===== config.mk =====
export PLATFORM = sky130hd
export DESIGN_NAME = draw_grid_cells_flat
export DESIGN_NICKNAME = d
export VERILOG_FILES = /design/src/rtl/draw_grid_cells_if.sv /design/src/rtl/draw_grid_cells.sv /design/src/flat_wrapper.sv
export SDC_FILE = /design/constraint.sdc
export NUM_CORES = 1
export LEC_CHECK = 0
export BUFFER_PORTS_ARGS = -buffer_cell sky130_fd_sc_hd__buf_2
export CAP_MARGIN = 20
export CORE_MARGIN = 2
export CORE_UTILIZATION = 65
export DETAILED_ROUTE_END_ITERATION = 6
export PLACE_DENSITY = 0.89
export SYNTH_ARGS = -nofsm -noshare
export SYNTH_HDL_FRONTEND = slang
export SYNTH_SLANG_ARGS = --single-unit

===== constraint.sdc =====
create_clock -name clk -period 9.2 [get_ports clk]
set_input_delay 0.46 -clock clk [delete_from_list [all_inputs] [get_ports clk]]
set_output_delay 0.46 -clock clk [all_outputs]
set_load 0.01 [all_outputs]

===== src/rtl/draw_grid_cells_if.sv =====
// VGA pixel-stream bundle: 11-bit counters, sync/blank strobes and 12-bit rgb.
interface vga_if;
  logic [10:0] vcount;
  logic        vsync;
  logic        vblnk;
  logic [10:0] hcount;
  logic        hsync;
  logic        hblnk;
  logic [11:0] rgb;

  modport in  (input  vcount, vsync, vblnk, hcount, hsync, hblnk, rgb);
  modport out (output vcount, vsync, vblnk, hcount, hsync, hblnk, rgb);
endinterface


===== src/rtl/draw_grid_cells.sv =====
// N x N board overlay with per-cell state memory, cursor highlight and bulk clear.
// Latency 2 cycles on the pixel stream; writes back-pressured (wr_ready=0) while clearing.
module draw_grid_cells #(
  parameter int          X_POS        = 0,
  parameter int          Y_POS        = 0,
  parameter int          CELLS        = 12,
  parameter int          CELL_LOG2    = 5,
  parameter int          BORDER       = 2,
  parameter logic [11:0] COLOR_LINE   = 12'h000,
  parameter logic [11:0] COLOR_SHIP   = 12'h888,
  parameter logic [11:0] COLOR_MISS   = 12'h00F,
  parameter logic [11:0] COLOR_HIT    = 12'hF00,
  parameter logic [11:0] COLOR_CURSOR = 12'hFF0
) (
  input  logic       clk,
  input  logic       rst,
  vga_if.in          in,
  vga_if.out         out,
  input  logic       wr_valid,
  output logic       wr_ready,
  input  logic [3:0] wr_x,
  input  logic [3:0] wr_y,
  input  logic [1:0] wr_state,
  input  logic       clr_req,
  output logic       busy,
  input  logic       cur_en,
  input  logic [3:0] cur_x,
  input  logic [3:0] cur_y
);

  localparam int          NCELL = CELLS * CELLS;
  localparam logic [11:0] X_BEG = 12'(X_POS);
  localparam logic [11:0] Y_BEG = 12'(Y_POS);
  localparam logic [11:0] X_END = 12'(X_POS + (CELLS << CELL_LOG2) + BORDER);
  localparam logic [11:0] Y_END = 12'(Y_POS + (CELLS << CELL_LOG2) + BORDER);
  localparam logic [4:0]  CELLS5 = 5'(CELLS);
  localparam logic [CELL_LOG2-1:0] BORD = CELL_LOG2'(BORDER);
  localparam logic [7:0]  LAST_IDX = 8'(NCELL - 1);

  typedef enum logic {IDLE, CLEAR} state_t;

  state_t     state;
  logic [7:0] clr_cnt;
  logic [1:0] cells [NCELL];

  // Stage 1: geometry
  logic [10:0] rel_x, rel_y, sh_x, sh_y;
  logic [4:0]  col_c, row_c;
  logic        in_grid_c, on_line_c;

  assign rel_x = in.hcount - 11'(X_POS);
  assign rel_y = in.vcount - 11'(Y_POS);
  assign sh_x  = rel_x >> CELL_LOG2;
  assign sh_y  = rel_y >> CELL_LOG2;
  assign col_c = sh_x[4:0];
  assign row_c = sh_y[4:0];

  // Compare on the absolute counter so pixels before the grid never wrap into it.
  assign in_grid_c = ({1'b0, in.hcount} >= X_BEG) && ({1'b0, in.hcount} < X_END) &&
                     ({1'b0, in.vcount} >= Y_BEG) && ({1'b0, in.vcount} < Y_END);
  assign on_line_c = (rel_x[CELL_LOG2-1:0] < BORD) || (rel_y[CELL_LOG2-1:0] < BORD) ||
                     (col_c == CELLS5) || (row_c == CELLS5);

  logic [10:0] s1_vcount, s1_hcount;
  logic        s1_vsync, s1_vblnk, s1_hsync, s1_hblnk;
  logic [11:0] s1_rgb;
  logic        s1_in_grid, s1_on_line;
  logic [4:0]  s1_col, s1_row;
  logic        s1_cur_en;
  logic [3:0]  s1_cur_x, s1_cur_y;

  always_ff @(posedge clk or negedge rst) begin
    if (!rst) begin
      s1_vcount  <= '0;
      s1_vsync   <= 1'b0;
      s1_vblnk   <= 1'b0;
      s1_hcount  <= '0;
      s1_hsync   <= 1'b0;
      s1_hblnk   <= 1'b0;
      s1_rgb     <= '0;
      s1_in_grid <= 1'b0;
      s1_on_line <= 1'b0;
      s1_col     <= '0;
      s1_row     <= '0;
      s1_cur_en  <= 1'b0;
      s1_cur_x   <= '0;
      s1_cur_y   <= '0;
    end else begin
      s1_vcount  <= in.vcount;
      s1_vsync   <= in.vsync;
      s1_vblnk   <= in.vblnk;
      s1_hcount  <= in.hcount;
      s1_hsync   <= in.hsync;
      s1_hblnk   <= in.hblnk;
      s1_rgb     <= in.rgb;
      s1_in_grid <= in_grid_c;
      s1_on_line <= on_line_c;
      s1_col     <= col_c;
      s1_row     <= row_c;
      s1_cur_en  <= cur_en;
      s1_cur_x   <= cur_x;
      s1_cur_y   <= cur_y;
    end
  end

  // Stage 2: state lookup and colour select
  logic [7:0]  rd_idx;
  logic [1:0]  cell_st;
  logic        cur_hit;
  logic [11:0] rgb_c;

  assign rd_idx  = 8'(int'(s1_row) * CELLS + int'(s1_col));
  assign cur_hit = s1_cur_en && ({1'b0, s1_cur_x} < CELLS5) && ({1'b0, s1_cur_y} < CELLS5) &&
                   ({1'b0, s1_cur_x} == s1_col) && ({1'b0, s1_cur_y} == s1_row);

  always_comb begin
    cell_st = 2'd0;
    if ((s1_col < CELLS5) && (s1_row < CELLS5))
      cell_st = cells[rd_idx];
  end

  always_comb begin
    rgb_c = s1_rgb;
    if (s1_vblnk || s1_hblnk)  rgb_c = 12'h000;
    else if (!s1_in_grid)      rgb_c = s1_rgb;
    else if (s1_on_line)       rgb_c = COLOR_LINE;
    else if (cur_hit)          rgb_c = COLOR_CURSOR;
    else begin
      case (cell_st)
        2'd3:    rgb_c = COLOR_HIT;
        2'd2:    rgb_c = COLOR_MISS;
        2'd1:    rgb_c = COLOR_SHIP;
        default: rgb_c = s1_rgb;
      endcase
    end
  end

  always_ff @(posedge clk or negedge rst) begin
    if (!rst) begin
      out.vcount <= '0;
      out.vsync  <= 1'b0;
      out.vblnk  <= 1'b0;
      out.hcount <= '0;
      out.hsync  <= 1'b0;
      out.hblnk  <= 1'b0;
      out.rgb    <= '0;
    end else begin
      out.vcount <= s1_vcount;
      out.vsync  <= s1_vsync;
      out.vblnk  <= s1_vblnk;
      out.hcount <= s1_hcount;
      out.hsync  <= s1_hsync;
      out.hblnk  <= s1_hblnk;
      out.rgb    <= rgb_c;
    end
  end

  // Cell memory and write/clear sequencer
  logic [7:0] wr_idx;
  logic       wr_in_range;

  assign wr_idx      = 8'(int'(wr_y) * CELLS + int'(wr_x));
  assign wr_in_range = ({1'b0, wr_x} < CELLS5) && ({1'b0, wr_y} < CELLS5);

  always_ff @(posedge clk or negedge rst) begin
    if (!rst) begin
      state    <= IDLE;
      wr_ready <= 1'b0;
      busy     <= 1'b0;
      clr_cnt  <= '0;
      for (int i = 0; i < NCELL; i++) cells[i] <= 2'd0;
    end else begin
      case (state)
        IDLE: begin
          wr_ready <= 1'b1;
          busy     <= 1'b0;
          if (wr_valid && wr_ready && wr_in_range)
            cells[wr_idx] <= wr_state;
          if (clr_req) begin
            state    <= CLEAR;
            wr_ready <= 1'b0;
            busy     <= 1'b1;
            clr_cnt  <= '0;
          end
        end
        CLEAR: begin
          cells[clr_cnt] <= 2'd0;
          if (clr_cnt == LAST_IDX) begin
            state    <= IDLE;
            wr_ready <= 1'b1;
            busy     <= 1'b0;
            clr_cnt  <= '0;
          end else begin
            clr_cnt <= clr_cnt + 8'd1;
          end
        end
        default: state <= IDLE;
      endcase
    end
  end

endmodule

===== src/flat_wrapper.sv =====
// flat-port wrapper written by rule: the top's interface ports become plain ports
module draw_grid_cells_flat 
#(
  parameter int          X_POS        = 0,
  parameter int          Y_POS        = 0,
  parameter int          CELLS        = 12,
  parameter int          CELL_LOG2    = 5,
  parameter int          BORDER       = 2,
  parameter logic [11:0] COLOR_LINE   = 12'h000,
  parameter logic [11:0] COLOR_SHIP   = 12'h888,
  parameter logic [11:0] COLOR_MISS   = 12'h00F,
  parameter logic [11:0] COLOR_HIT    = 12'hF00,
  parameter logic [11:0] COLOR_CURSOR = 12'hFF0
)
  (clk, rst, wr_valid, wr_ready, wr_x, wr_y, wr_state, clr_req, busy, cur_en, cur_x, cur_y, in_vcount, in_vsync, in_vblnk, in_hcount, in_hsync, in_hblnk, in_rgb, out_vcount, out_vsync, out_vblnk, out_hcount, out_hsync, out_hblnk, out_rgb);
  vga_if in_i ();
  vga_if out_i ();
  input  logic clk;
  input  logic rst;
  input  logic wr_valid;
  output logic wr_ready;
  input  logic [3:0] wr_x;
  input  logic [3:0] wr_y;
  input  logic [1:0] wr_state;
  input  logic clr_req;
  output logic busy;
  input  logic cur_en;
  input  logic [3:0] cur_x;
  input  logic [3:0] cur_y;
  input wire logic [$bits(in_i.vcount)-1:0] in_vcount;
  input wire logic [$bits(in_i.vsync)-1:0] in_vsync;
  input wire logic [$bits(in_i.vblnk)-1:0] in_vblnk;
  input wire logic [$bits(in_i.hcount)-1:0] in_hcount;
  input wire logic [$bits(in_i.hsync)-1:0] in_hsync;
  input wire logic [$bits(in_i.hblnk)-1:0] in_hblnk;
  input wire logic [$bits(in_i.rgb)-1:0] in_rgb;
  output wire logic [$bits(out_i.vcount)-1:0] out_vcount;
  output wire logic [$bits(out_i.vsync)-1:0] out_vsync;
  output wire logic [$bits(out_i.vblnk)-1:0] out_vblnk;
  output wire logic [$bits(out_i.hcount)-1:0] out_hcount;
  output wire logic [$bits(out_i.hsync)-1:0] out_hsync;
  output wire logic [$bits(out_i.hblnk)-1:0] out_hblnk;
  output wire logic [$bits(out_i.rgb)-1:0] out_rgb;
  assign in_i.vcount = in_vcount;
  assign in_i.vsync = in_vsync;
  assign in_i.vblnk = in_vblnk;
  assign in_i.hcount = in_hcount;
  assign in_i.hsync = in_hsync;
  assign in_i.hblnk = in_hblnk;
  assign in_i.rgb = in_rgb;
  assign out_vcount = out_i.vcount;
  assign out_vsync = out_i.vsync;
  assign out_vblnk = out_i.vblnk;
  assign out_hcount = out_i.hcount;
  assign out_hsync = out_i.hsync;
  assign out_hblnk = out_i.hblnk;
  assign out_rgb = out_i.rgb;
  draw_grid_cells #(.X_POS(X_POS), .Y_POS(Y_POS), .CELLS(CELLS), .CELL_LOG2(CELL_LOG2), .BORDER(BORDER), .COLOR_LINE(COLOR_LINE), .COLOR_SHIP(COLOR_SHIP), .COLOR_MISS(COLOR_MISS), .COLOR_HIT(COLOR_HIT), .COLOR_CURSOR(COLOR_CURSOR)) u_core (.clk(clk), .rst(rst), .in(in_i), .out(out_i), .wr_valid(wr_valid), .wr_ready(wr_ready), .wr_x(wr_x), .wr_y(wr_y), .wr_state(wr_state), .clr_req(clr_req), .busy(busy), .cur_en(cur_en), .cur_x(cur_x), .cur_y(cur_y));
endmodule

==> summary.txt <==
Run status
  – Run status: finished, violations left
  – Failing checks: negative hold slack

Placed design
  – Count of port buffers added during placement: 100
  – Placer congestion estimate: 1.01
  – Detailed-placement wirelength estimate: 41800 µm

Synthesis
  – Flip-flop cell with the highest count after synthesis: sky130_fd_sc_hd__dfrtp_1
  – Post-synth EDFFs: 0
  – Register bit count reported by yosys: 386
  – Number of warnings issued by yosys: 0
  – Post-synth cell types: 67
  – Largest area contributor in the netlist: sky130_fd_sc_hd__dfrtp_1
  – Netlist area before placement: 0.0193 mm²
  – Cell types with the largest area share after synthesis: sky130_fd_sc_hd__dfrtp_1, sky130_fd_sc_hd__a22o_1, sky130_fd_sc_hd__mux4_2
  – Fraction of synthesis flops using an asynchronous set or reset pin: 100%
  – Cell count after synthesis: 1816
  – Post-Synthesis Net Count: 1904
  – Proportion of netlist area held by the largest area contributor: 50.2%
  – Proportion of synthesized chip area in sequential cells: 50.2%
  – Avg Inst Size Synth: 10.6 µm²

Floorplanning
  – Starting Density: 65.5%
  – Number of cell rows: 63
  – Die height: 176 µm
  – Die Span X: 176 µm
  – IO Count: 101
  – Area of the core: 0.0294 mm²
  – Die footprint: 0.0310 mm²

Critical path
  – FF-to-FF setup slack: 4.47 ns
  – Required time reported for the critical path endpoint: 9.64 ns
  – Worst Path Max Fanout: 10
  – Reg-to-reg critical path endpoint: u_core.out.rgb[11]
  – Crit. End Element: flip-flop
  – Category of the critical setup timing path: reg -> reg
  – Sort of element at the start of the critical path: flip-flop
  – Depth of the worst register-to-register path: 13
  – Reg-to-reg critical path startpoint: u_core.s1_row[0]
  – Data arrival, critical path: 5.17 ns

Global routing
  – Congestion Overflow GR: 0
  – All-Layer GR Usage: 41.0%
  – Largest net degree at the start of global routing: 121
  – Number of antenna violations at the first check in global routing: 1
  – Vias in the first global route: 16.7k
  – Wire length of the first global-routing pass: 96600 µm

Detailed routing
  – DRT antenna net count: 0
  – Mean number of vias per cell: 7.37
  – Average wire length per cell after detail routing: 27.6 µm
  – Remaining routing DRC violations: 0
  – Total vias in the final route: 16.8k
  – Starting DRT DRC Count: 2410
  – Wire length after detailed routing: 62800 µm
  – Initial DRT Pass Iterations: 7

Pwr
  – Power density over the cells: 226 mW/mm²
  – Leak: 9.04 nW
  – Worst VDD drop: 277 µV

STA
  – Worst Hold Margin: -0.0298 ns
  – Maximum frequency from static timing analysis: 211 MHz
  – Final number of max-transition violations: 0
  – Shortest period the worst path allows: 4.73 ns
  – RSZ-0062 raised after global routing: no
  – Aggregate negative setup slack: 0 ns
  – Clock skew after layout: 0.0222 ns
  – Pin slew with the least headroom to its limit: 1.18 ns
  – Fraction of the cycle the final worst path needs: 51.4%
  – Hold Violations, Final: 24
  – Worst slew margin relative to its limit: 20.9%
  – Number of setup violations in the final report: 0

Clocking
  – Cts bufs inserted: 40
  – Depth of the CTS H-tree: 2
  – Skew-Pair Late Insertion Delay: 0.56 ns
  – Clock tree from TritonCTS: yes
  – Max clock buf depth: 3
  – Cell chosen for the clock root: sky130_fd_sc_hd__clkbuf_16
  – CTS sink count: 386
  – Register clock-pin slew on the reported worst setup and hold paths: 0.07 ns

Cells and area
  – Share of layout cells above drive strength 1: 14.8%
  – Inserted Diodes: 0
  – Post-synthesis to final-layout area growth: 10.9%
  – # nets final: 1942

Hold path
  – Hold/Removal Path Class: in -> async

Job
  – Maximum Capacitance Violations: 0
sequential cells by signal, summed over array words and instances (netlist names), 2 cells and up:
name / flops
u_core.cells: 288
u_core.s1_hcount: 9
u_core.s1_col: 2
u_core.out.rgb: 12
u_core.s1_cur_y: 4
u_core.s1_cur_x: 4
u_core.out.hcount: 11
u_core.s1_vcount: 8
u_core.s1_rgb: 12
u_core.clr_cnt: 8
u_core.s1_row: 3
u_core.out.vcount: 11
metal layers:
| metal | vias to the layer above | part of all wire (%) | routed length, µm | global-route usage (%) |
|---|---|---|---|---|
| li1 | 6809 | - | - | - |
| met1 | 8087 | 35 | 22000 | 52.3 |
| met2 | 1499 | 43 | 27000 | 60.4 |
| met3 | 366 | 13 | 8260 | 11.5 |
| met4 | 2 | 8.9 | 5590 | 29.6 |
| met5 | - | 0.019 | 12 | 0 |
Yosys cell counts, types with 14 or more instances:
master	count
sky130_fd_sc_hd__a22o_1	173
sky130_fd_sc_hd__nand4_1	17
sky130_fd_sc_hd__nor3_1	43
sky130_fd_sc_hd__mux4_2	57
sky130_fd_sc_hd__o21ai_0	105
sky130_fd_sc_hd__o22a_1	14
sky130_fd_sc_hd__a21oi_1	120
sky130_fd_sc_hd__a21boi_0	14
sky130_fd_sc_hd__inv_1	37
sky130_fd_sc_hd__o22ai_1	46
sky130_fd_sc_hd__mux2i_1	62
sky130_fd_sc_hd__buf_2	28
sky130_fd_sc_hd__dfrtp_1	386
sky130_fd_sc_hd__nor2b_1	18
sky130_fd_sc_hd__and3_1	15
sky130_fd_sc_hd__nor2_1	203
sky130_fd_sc_hd__a22oi_1	19
sky130_fd_sc_hd__ha_1	23
sky130_fd_sc_hd__a21o_1	26
sky130_fd_sc_hd__nand2_1	106
sky130_fd_sc_hd__clkbuf_1	95
sky130_fd_sc_hd__nand3_1	44
placed cells by master (no fill, tap or decap), types with 5 or more instances in the layout:
| cell | n |
|---|---|
| sky130_fd_sc_hd__nand2_1 | 106 |
| sky130_fd_sc_hd__o2111ai_1 | 5 |
| sky130_fd_sc_hd__nor2_1 | 203 |
| sky130_fd_sc_hd__and3_1 | 15 |
| sky130_fd_sc_hd__dfrtp_1 | 384 |
| sky130_fd_sc_hd__xnor2_1 | 10 |
| sky130_fd_sc_hd__mux2i_1 | 62 |
| sky130_fd_sc_hd__o22a_1 | 14 |
| sky130_fd_sc_hd__a21boi_0 | 14 |
| sky130_fd_sc_hd__nor4_1 | 10 |
| sky130_fd_sc_hd__nor3_1 | 43 |
| sky130_fd_sc_hd__a22oi_1 | 19 |
| sky130_fd_sc_hd__o22ai_1 | 46 |
| sky130_fd_sc_hd__o31ai_1 | 10 |
| sky130_fd_sc_hd__clkbuf_1 | 11 |
| sky130_fd_sc_hd__nor2b_1 | 18 |
| sky130_fd_sc_hd__a31oi_1 | 5 |
| sky130_fd_sc_hd__xor2_1 | 12 |
| sky130_fd_sc_hd__inv_1 | 37 |
| sky130_fd_sc_hd__clkbuf_16 | 40 |
| sky130_fd_sc_hd__clkinv_2 | 5 |
| sky130_fd_sc_hd__nand3_1 | 44 |
| sky130_fd_sc_hd__nand4_1 | 17 |
| sky130_fd_sc_hd__a21o_1 | 26 |
| sky130_fd_sc_hd__a22o_1 | 173 |
| sky130_fd_sc_hd__buf_2 | 99 |
| sky130_fd_sc_hd__nand2b_1 | 11 |
| sky130_fd_sc_hd__buf_4 | 23 |
| sky130_fd_sc_hd__mux2_2 | 6 |
| sky130_fd_sc_hd__or2_2 | 13 |
| sky130_fd_sc_hd__mux4_2 | 57 |
| sky130_fd_sc_hd__ha_1 | 22 |
| sky130_fd_sc_hd__o21ai_0 | 105 |
| sky130_fd_sc_hd__a21oi_1 | 120 |
| sky130_fd_sc_hd__a32o_1 | 6 |
| sky130_fd_sc_hd__clkbuf_8 | 6 |
cell type report:
class	count	area, µm²
sequential	386	9660
multi-input combinational	1260	8980
fill	1950	8040
clock buffer	57	1120
timing repair buffer	128	741
tap	390	488
clock inverter	16	224
inverter	38	143
logic make-up (layout without fill, tap and decap cells):
logic type | Yosys count | in the layout | synth area share (%)
buffers and inverters | 170 | 239 | 3.50
adders and majority gates | 27 | 27 | 1.91
and+or+nand+nor | 511 | 511 | 12.4
xor gates and xnor gates | 24 | 24 | 1.25
muxes | 125 | 125 | 10.2
DFF | 386 | 386 | 50.2
AOI/OAI and AO/OA | 573 | 573 | 20.6
critical path: stages, from the launching register on:
cell and delay [ns]:
sky130_fd_sc_hd__dfrtp_1 0.45, sky130_fd_sc_hd__ha_1 0.27, sky130_fd_sc_hd__fa_1 0.48, sky130_fd_sc_hd__ha_1 0.35, sky130_fd_sc_hd__xnor2_1 0.81, sky130_fd_sc_hd__nand2_1 0.11
sky130_fd_sc_hd__o2111ai_1 0.32, sky130_fd_sc_hd__o22ai_1 0.12, sky130_fd_sc_hd__nor4b_1 0.55, sky130_fd_sc_hd__nor2_1 0.16, sky130_fd_sc_hd__ha_1 0.33, sky130_fd_sc_hd__nor2_1 0.33
sky130_fd_sc_hd__nand2_1 0.10, sky130_fd_sc_hd__o31a_1 0.25
where the power goes:
part | switching [mW] | internal, mW | leakage, nW | total [mW]
Combinational | 0.778 | 0.359 | 3.53 | 1.14
Sequential | 0.138 | 1.88 | 4.85 | 2.02
Clock | 0.709 | 0.976 | 0.660 | 1.69
Total | 1.63 | 3.21 | 9.04 | 4.84
stage by stage:
step | utilization, % | instance area, µm² | total power, mW | setup slack, ns | instances
global placement | 67.9 | 20000 | 3.06 | 4.69 | 2197
CTS | 72.5 | 21300 | 4.78 | 4.55 | 2272
floorplan | - | 19300 | 2.72 | 5.36 | 1816
detailed placement | 67.9 | 20000 | 3.11 | 4.57 | 2197
global route | 72.7 | 21400 | 4.98 | 4.15 | 2275
finish | 72.7 | 21400 | 4.84 | 4.47 | 2275
what timing repair did:
| item | CTS | global route |
|---|---|---|
| endpoints found under the hold margin | 2 | 0 |
| gates resized for setup | 0 | 0 |
| setup buffers | 0 | 0 |
| hold buffers | 2 | 0 |
| endpoints found under the setup margin | 0 | 0 |
worst max path at each step:
stage / start / to / slack [ns]
2_1_floorplan: u_core.s1_vcount[6] / u_core.out.rgb[11] / 5.36
3_3_place_gp: u_core.s1_vcount[6] / u_core.out.rgb[11] / 4.69
3_5_place_dp: u_core.s1_vcount[6] / u_core.out.rgb[11] / 4.57
4_1_cts: u_core.s1_row[0] / u_core.out.rgb[11] / 4.55
5_1_grt: u_core.s1_row[0] / u_core.out.rgb[11] / 4.15
6_report: u_core.s1_row[0] / u_core.out.rgb[11] / 4.47
(Power assumes the default switching activity.)
